**config.mk**
```make
export PLATFORM = sky130hd
export DESIGN_NAME = fp_class_pipe_flat
export DESIGN_NICKNAME = d
export VERILOG_FILES = /design/src/rtl/fp_class_pipe_if.sv /design/src/rtl/fp_class_pipe.sv /design/src/flat_wrapper.sv
export SDC_FILE = /design/constraint.sdc
export NUM_CORES = 1
export LEC_CHECK = 0
export ABC_AREA = 1
export BUFFER_PORTS_ARGS = -buffer_cell sky130_fd_sc_hd__buf_2
export CORE_MARGIN = 2
export CORE_UTILIZATION = 40
export DETAILED_ROUTE_END_ITERATION = 12
export GPL_TIMING_DRIVEN = 0
export PLACE_DENSITY = 0.85
export SYNTH_ARGS = -nofsm -noshare
export SYNTH_HDL_FRONTEND = slang
export SYNTH_SLANG_ARGS = --single-unit
```
**constraint.sdc**
```tcl
create_clock -name clk -period 1.29 [get_ports clk]
set_clock_uncertainty 0.1 [all_clocks]
set_input_delay 0.129 -clock clk [delete_from_list [all_inputs] [get_ports clk]]
set_output_delay 0.129 -clock clk [all_outputs]
set_load 0.02 [all_outputs]
```
**src/rtl/fp_class_pipe_if.sv**
```systemverilog
// Handshake/data bundle for the floating-point classify pipeline.
// master = operand producer / result consumer, slave = classify unit.
interface fp_class_pipe_if #(
    parameter int TAG_W = 5
) ();
    logic             in_valid;
    logic             in_ready;
    logic [63:0]      data1;
    logic [1:0]       fmt;
    logic [TAG_W-1:0] in_tag;
    logic             out_valid;
    logic             out_ready;
    logic [63:0]      result;
    logic [TAG_W-1:0] out_tag;
    logic             busy;

    modport master (
        output in_valid, data1, fmt, in_tag, out_ready,
        input  in_ready, out_valid, result, out_tag, busy
    );

    modport slave (
        input  in_valid, data1, fmt, in_tag, out_ready,
        output in_ready, out_valid, result, out_tag, busy
    );
endinterface

```
**src/rtl/fp_class_pipe.sv**
```systemverilog
// Two-stage FCLASS.S / FCLASS.D unit: S1 decodes the IEEE fields, S2 encodes
// the one-hot class mask. Full backpressure, results in order.
// Build option FP_NANBOX_CHECK_EN: a single-precision operand whose upper word
// is not all ones (not NaN-boxed) classifies as the canonical quiet NaN.
module fp_class_pipe #(
    parameter int TAG_W = 5
) (
    input  logic               clk,
    input  logic               rst_n,   // active-high despite the name
    fp_class_pipe_if.slave     io_bus
);

    logic             r_s1_valid;
    logic             r_s1_sign;
    logic             r_s1_exp_ones;
    logic             r_s1_exp_zero;
    logic             r_s1_man_zero;
    logic             r_s1_quiet;
    logic             r_s1_fmt_ok;
    logic [TAG_W-1:0] r_s1_tag;

    logic             r_s2_valid;
    logic [9:0]       r_s2_mask;
    logic [TAG_W-1:0] r_s2_tag;

    logic             w_s2_adv;
    logic             w_s1_adv;
    logic             w_in_xfer;
    logic             w_sign;
    logic             w_exp_ones;
    logic             w_exp_zero;
    logic             w_man_zero;
    logic             w_quiet;
    logic             w_fmt_ok;
    logic [9:0]       w_mask;

    assign w_s2_adv  = !r_s2_valid || io_bus.out_ready;
    assign w_s1_adv  = !r_s1_valid || w_s2_adv;
    assign w_in_xfer = io_bus.in_valid && w_s1_adv;

    assign io_bus.in_ready  = w_s1_adv;
    assign io_bus.out_valid = r_s2_valid;
    assign io_bus.result    = {54'd0, r_s2_mask};
    assign io_bus.out_tag   = r_s2_tag;
    assign io_bus.busy      = r_s1_valid || r_s2_valid;

    // Field decode of the presented operand for the selected format.
    always_comb begin
        w_sign     = 1'b0;
        w_exp_ones = 1'b0;
        w_exp_zero = 1'b0;
        w_man_zero = 1'b0;
        w_quiet    = 1'b0;
        w_fmt_ok   = 1'b0;
        case (io_bus.fmt)
            2'd0: begin
                w_sign     = io_bus.data1[31];
                w_exp_ones = &io_bus.data1[30:23];
                w_exp_zero = ~|io_bus.data1[30:23];
                w_man_zero = ~|io_bus.data1[22:0];
                w_quiet    = io_bus.data1[22];
                w_fmt_ok   = 1'b1;
`ifdef FP_NANBOX_CHECK_EN
                // Improperly boxed single: force the canonical qNaN fields.
                if (!(&io_bus.data1[63:32])) begin
                    w_sign     = 1'b0;
                    w_exp_ones = 1'b1;
                    w_exp_zero = 1'b0;
                    w_man_zero = 1'b0;
                    w_quiet    = 1'b1;
                end
`endif
            end
            2'd1: begin
                w_sign     = io_bus.data1[63];
                w_exp_ones = &io_bus.data1[62:52];
                w_exp_zero = ~|io_bus.data1[62:52];
                w_man_zero = ~|io_bus.data1[51:0];
                w_quiet    = io_bus.data1[51];
                w_fmt_ok   = 1'b1;
            end
            default: ;
        endcase
    end

    // S1 register: valid flag plus decoded fields, loaded on an input transfer.
    always_ff @(posedge clk or posedge rst_n) begin
        if (rst_n) begin
            r_s1_valid    <= 1'b0;
            r_s1_sign     <= 1'b0;
            r_s1_exp_ones <= 1'b0;
            r_s1_exp_zero <= 1'b0;
            r_s1_man_zero <= 1'b0;
            r_s1_quiet    <= 1'b0;
            r_s1_fmt_ok   <= 1'b0;
            r_s1_tag      <= '0;
        end else if (w_s1_adv) begin
            r_s1_valid <= io_bus.in_valid;
            if (w_in_xfer) begin
                r_s1_sign     <= w_sign;
                r_s1_exp_ones <= w_exp_ones;
                r_s1_exp_zero <= w_exp_zero;
                r_s1_man_zero <= w_man_zero;
                r_s1_quiet    <= w_quiet;
                r_s1_fmt_ok   <= w_fmt_ok;
                r_s1_tag      <= io_bus.in_tag;
            end
        end
    end

    // Class mask encode from the S1 fields; unsupported formats yield zero.
    always_comb begin
        w_mask = 10'd0;
        if (r_s1_fmt_ok) begin
            if (r_s1_exp_ones) begin
                if (r_s1_man_zero)   w_mask[r_s1_sign ? 0 : 7] = 1'b1;
                else if (r_s1_quiet) w_mask[9] = 1'b1;
                else                 w_mask[8] = 1'b1;
            end else if (r_s1_exp_zero) begin
                if (r_s1_man_zero)   w_mask[r_s1_sign ? 3 : 4] = 1'b1;
                else                 w_mask[r_s1_sign ? 2 : 5] = 1'b1;
            end else begin
                w_mask[r_s1_sign ? 1 : 6] = 1'b1;
            end
        end
    end

    // S2 register: result holds under backpressure and clears when drained.
    always_ff @(posedge clk or posedge rst_n) begin
        if (rst_n) begin
            r_s2_valid <= 1'b0;
            r_s2_mask  <= 10'd0;
            r_s2_tag   <= '0;
        end else if (w_s2_adv) begin
            r_s2_valid <= r_s1_valid;
            r_s2_mask  <= r_s1_valid ? w_mask : 10'd0;
            r_s2_tag   <= r_s1_valid ? r_s1_tag : '0;
        end
    end

endmodule

```
**src/flat_wrapper.sv**
```systemverilog
// flat-port wrapper written by rule: the top's interface ports become plain ports
module fp_class_pipe_flat 
#(
    parameter int TAG_W = 5
)
  (clk, rst_n, io_bus_in_valid, io_bus_data1, io_bus_fmt, io_bus_in_tag, io_bus_out_ready, io_bus_in_ready, io_bus_out_valid, io_bus_result, io_bus_out_tag, io_bus_busy);
  fp_class_pipe_if #(.TAG_W(TAG_W)) io_bus_i ();
  input  logic clk;
  input  logic rst_n;
  input wire logic [$bits(io_bus_i.in_valid)-1:0] io_bus_in_valid;
  input wire logic [$bits(io_bus_i.data1)-1:0] io_bus_data1;
  input wire logic [$bits(io_bus_i.fmt)-1:0] io_bus_fmt;
  input wire logic [$bits(io_bus_i.in_tag)-1:0] io_bus_in_tag;
  input wire logic [$bits(io_bus_i.out_ready)-1:0] io_bus_out_ready;
  output wire logic [$bits(io_bus_i.in_ready)-1:0] io_bus_in_ready;
  output wire logic [$bits(io_bus_i.out_valid)-1:0] io_bus_out_valid;
  output wire logic [$bits(io_bus_i.result)-1:0] io_bus_result;
  output wire logic [$bits(io_bus_i.out_tag)-1:0] io_bus_out_tag;
  output wire logic [$bits(io_bus_i.busy)-1:0] io_bus_busy;
  assign io_bus_i.in_valid = io_bus_in_valid;
  assign io_bus_i.data1 = io_bus_data1;
  assign io_bus_i.fmt = io_bus_fmt;
  assign io_bus_i.in_tag = io_bus_in_tag;
  assign io_bus_i.out_ready = io_bus_out_ready;
  assign io_bus_in_ready = io_bus_i.in_ready;
  assign io_bus_out_valid = io_bus_i.out_valid;
  assign io_bus_result = io_bus_i.result;
  assign io_bus_out_tag = io_bus_i.out_tag;
  assign io_bus_busy = io_bus_i.busy;
  fp_class_pipe #(.TAG_W(TAG_W)) u_core (.clk(clk), .rst_n(rst_n), .io_bus(io_bus_i));
endmodule
```
==> results.py <==
metrics = {
    "outcome": {
        "outcome": "finished with violations",
        "failed_checks": "hold timing, setup timing",
    },
    "synthesis": {
        "synth_edf_count": 0,
        "ys_top_cells_by_area": "dfrtp_1 (37%), buf_4 (21%), nand2_1 (12%)",
        "synthCells": 264,
        "yosysUniqueCellTypes": 25,
        "netlist_area_um2": 1920,
        "synth_seq_cells": 28,
        "synth_top_area_share_pct": 36.5,
        "synth.most_common_cell": "nand2_1",
        "avgSynthCellArea_um2": 7.27,
        "ys_seq_area_share_pct": 36.5,
        "synthFlopType": "dfrtp_1",
        "synth_top_cell_by_area": "dfrtp_1",
        "ys_warn_count": 0,
        "postSynth.asyncResetShare_pct": 100,
        "synth_common_cells": "nand2_1 (61), buf_4 (54), nor2_1 (39)",
    },
    "route": {
        "totalWireLength_mm": 4.65,
        "vias": 1969,
        "drc": 0,
        "ant_nets": 0,
        "drtPass1Iterations": 5,
        "drtIter0Drc": 111,
        "viasPerCell": 4.11,
        "wire_per_inst_um": 9.70,
    },
    "worst_setup_path": {
        "max_stage_delay_ns": 0.37,
        "crit_slowest_cell": "dfrtp_2",
        "crit_arrival_ns": 1.07,
        "worst-path-buf-inv": 2,
        "endpoint_kind": "output port",
        "r2r_cells": 7,
        "start_kind": "flop",
        "cp_num_cells": 4,
        "cpLargestDelayFamily": "flip-flops",
        "critPathKind": "flop to output port",
        "timing.rr.end": "u_core.r_s1_valid",
        "crit_path_cell_trace": "inv_2 > nor2_4 > nand2_4 > buf_6",
        "r2r-start": "u_core.io_bus.out_valid",
        "critical_path.max_fanout": 4,
        "required_ns": 1.06,
        "reg2reg_slack_ns": 0.04,
    },
    "floorplan": {
        "ios": 147,
        "die-area_um2": 5360,
        "die_w_um": 73.2,
        "coreArea_um2": 4660,
        "fp-row-count": 25,
        "start_util_pct": 41.2,
        "chipHeight_um": 73.2,
    },
    "pwr": {
        "p_per_area_nw_per_um2": 897,
        "max-vdd-ir-drop_v": 0.000434,
        "leakage_nw": 1.71,
    },
    "cts": {
        "cts_sinks": 28,
        "clockBufferDepth": 2,
        "clock_latency_ns": 0.28,
        "cts-root-buf": "clkbuf_8",
        "clk_pin_slew_worst_paths_ns": 0.09,
        "cts_made_buffers": 3,
        "cts_tree": "yes",
        "ctsHtreeMaxLevel": 1,
    },
    "flow_run": {
        "maxCapViolations": 0,
    },
    "place": {
        "io_buffers": 92,
        "dpl_cell_area_um2": 2650,
        "place_hpwl_mm": 3.81,
        "gp_congestion": 0.769,
    },
    "timing": {
        "drv_slew": 0,
        "fmax_mhz": 771,
        "post-route-period-util_pct": 101,
        "whs_ns": -0.0175,
        "worst_slack_ns": -0.00769,
        "worst_slew_pin_slew_ns": 1.02,
        "finalHoldViolations": 28,
        "relSlewSlack_pct": 31.8,
        "rsz0062_at_grt": "true",
        "setup_violations": 1,
        "post-route-min-period_ns": 1.30,
    },
    "grt": {
        "overflow": 0,
        "grt_start_max_net_pins": 29,
        "antenna_found_initial": 0,
        "grt_pass1_wl_mm": 6.98,
        "grtUsageTotal_pct": 16.3,
        "grt_pass1_vias": 1745,
    },
    "finish": {
        "fin_area_um2": 2880,
        "syn_to_final_growth_pct": 50.0,
        "drive_gt1_share_pct": 40.5,
        "nets": 501,
        "antennaDiodeCount": 0,
    },
    "worst_hold_path": {
        "hold_path_class": "primary input to asynchronous set/reset pin",
    },
}
## flip-flops by register name (all words and copies together), names as in the netlist
| register | cells |
|---|---|
| u_core.r_s1_fmt_ok | 1 |
| u_core.r_s1_man_zero | 1 |
| u_core.r_s1_tag | 5 |
| u_core.r_s1_valid | 1 |
| u_core.io_bus.out_valid | 1 |
| u_core.io_bus.out_tag | 5 |
| u_core.r_s1_sign | 1 |
| u_core.r_s1_exp_ones | 1 |
| u_core.r_s1_exp_zero | 1 |
| u_core.r_s1_quiet | 1 |
| u_core.r_s2_mask | 10 |
## metrics by stage
| step | instances | TNS (ns) | total power [W] | util, % | setup WS (ns) |
|---|---|---|---|---|---|
| after floorplan | 317 | -0.0381 | 0.00159 | - | -0.0246 |
| after CTS | 475 | -0.0352 | 0.00253 | 60.2 | -0.0352 |
| after detailed placement | 463 | 0 | 0.00182 | 56.8 | 0.00789 |
| after global routing | 479 | -0.142 | 0.00271 | 61.7 | -0.0432 |
| after global placement | 463 | 0 | 0.00179 | 56.8 | 0.0502 |
| final | 479 | -0.00769 | 0.00258 | 61.7 | -0.00769 |
## cells in the final DEF, fill, tap and decap left out
| cell type | count |
|---|---|
| clkbuf_2 | 1 |
| and2_0 | 1 |
| o21ai_2 | 2 |
| nand3_4 | 1 |
| nor3_1 | 5 |
| buf_2 | 91 |
| o31ai_1 | 1 |
| inv_1 | 24 |
| nand4_1 | 6 |
| nor2_1 | 38 |
| o21ai_1 | 4 |
| inv_8 | 1 |
| buf_8 | 1 |
| buf_4 | 59 |
| conb_1 | 54 |
| dlygate4sd3_1 | 6 |
| dfrtp_2 | 2 |
| nand2_1 | 61 |
| clkbuf_8 | 3 |
| nand3_1 | 12 |
| inv_2 | 3 |
| clkbuf_16 | 1 |
| dfrtp_1 | 26 |
| nor2_4 | 2 |
| buf_6 | 2 |
| bufinv_16 | 1 |
| nand2_4 | 1 |
| a31oi_1 | 2 |
| a21oi_1 | 1 |
| nand2_8 | 1 |
| o21ai_0 | 12 |
## worst max path at each step
stage                      endpoint                     from  slack, ns
2_1_floorplan  u_core.r_s1_exp_zero  u_core.io_bus.out_valid      -0.02
3_3_place_gp   u_core.r_s1_exp_zero  u_core.io_bus.out_valid       0.05
3_5_place_dp    u_core.r_s2_mask[4]  u_core.io_bus.out_valid      0.008
4_1_cts             io_bus_in_ready  u_core.io_bus.out_valid      -0.04
5_1_grt             io_bus_in_ready  u_core.io_bus.out_valid      -0.04
6_report            io_bus_in_ready  u_core.io_bus.out_valid     -0.008
## layout make-up
type | instances | area, µm²
Fill cell | 401 | 1780
Multi-Input combinational cell | 204 | 897
Sequential cell | 28 | 703
Timing Repair Buffer | 104 | 596
Buffer | 57 | 430
Inverter | 28 | 113
Tap cell | 54 | 67.6
Clock buffer | 3 | 41.3
Clock inverter | 1 | 30.0
## per-layer routing
metal	part of all wire (%)	wire [µm]	global-route usage (%)	up-vias
met1	39	1830	17.5	827
met4	2.4	112	8.02	0
met3	6.7	313	1.52	9
li1	-	-	-	1036
met2	52	2390	31.3	97
met5	0	0	0	-
## logic make-up (layout without fill, tap and decap cells)
family / count (synthesis) / in the layout / share of synthesized area (%)
flip-flops: 28 / 28 / 36.5
AO/OA/AOI/OAI: 22 / 22 / 6.39
AND/OR/NAND/NOR: 128 / 128 / 29.0
buffers and inverters: 85 / 193 / 27.9
other: 1 / 54 / 0.196
## repair_timing
item	4_1_cts	5_1_grt
hold buffers	6	0
pin swaps	2	2
setup endpoints to repair	6	21
gates resized for setup	7	9
cloned	0	1
endpoints found under the hold margin	6	0
buffers inserted	2	3
## report_power, final
part	internal (W)	switching (W)	total, W
Combinational	0.000373	0.000476	0.000849
Clock	0.000416	0.000273	0.000690
Sequential	0.000967	0.0000758	0.00104
No activity file was read; power rests on OpenSTA's default activity.
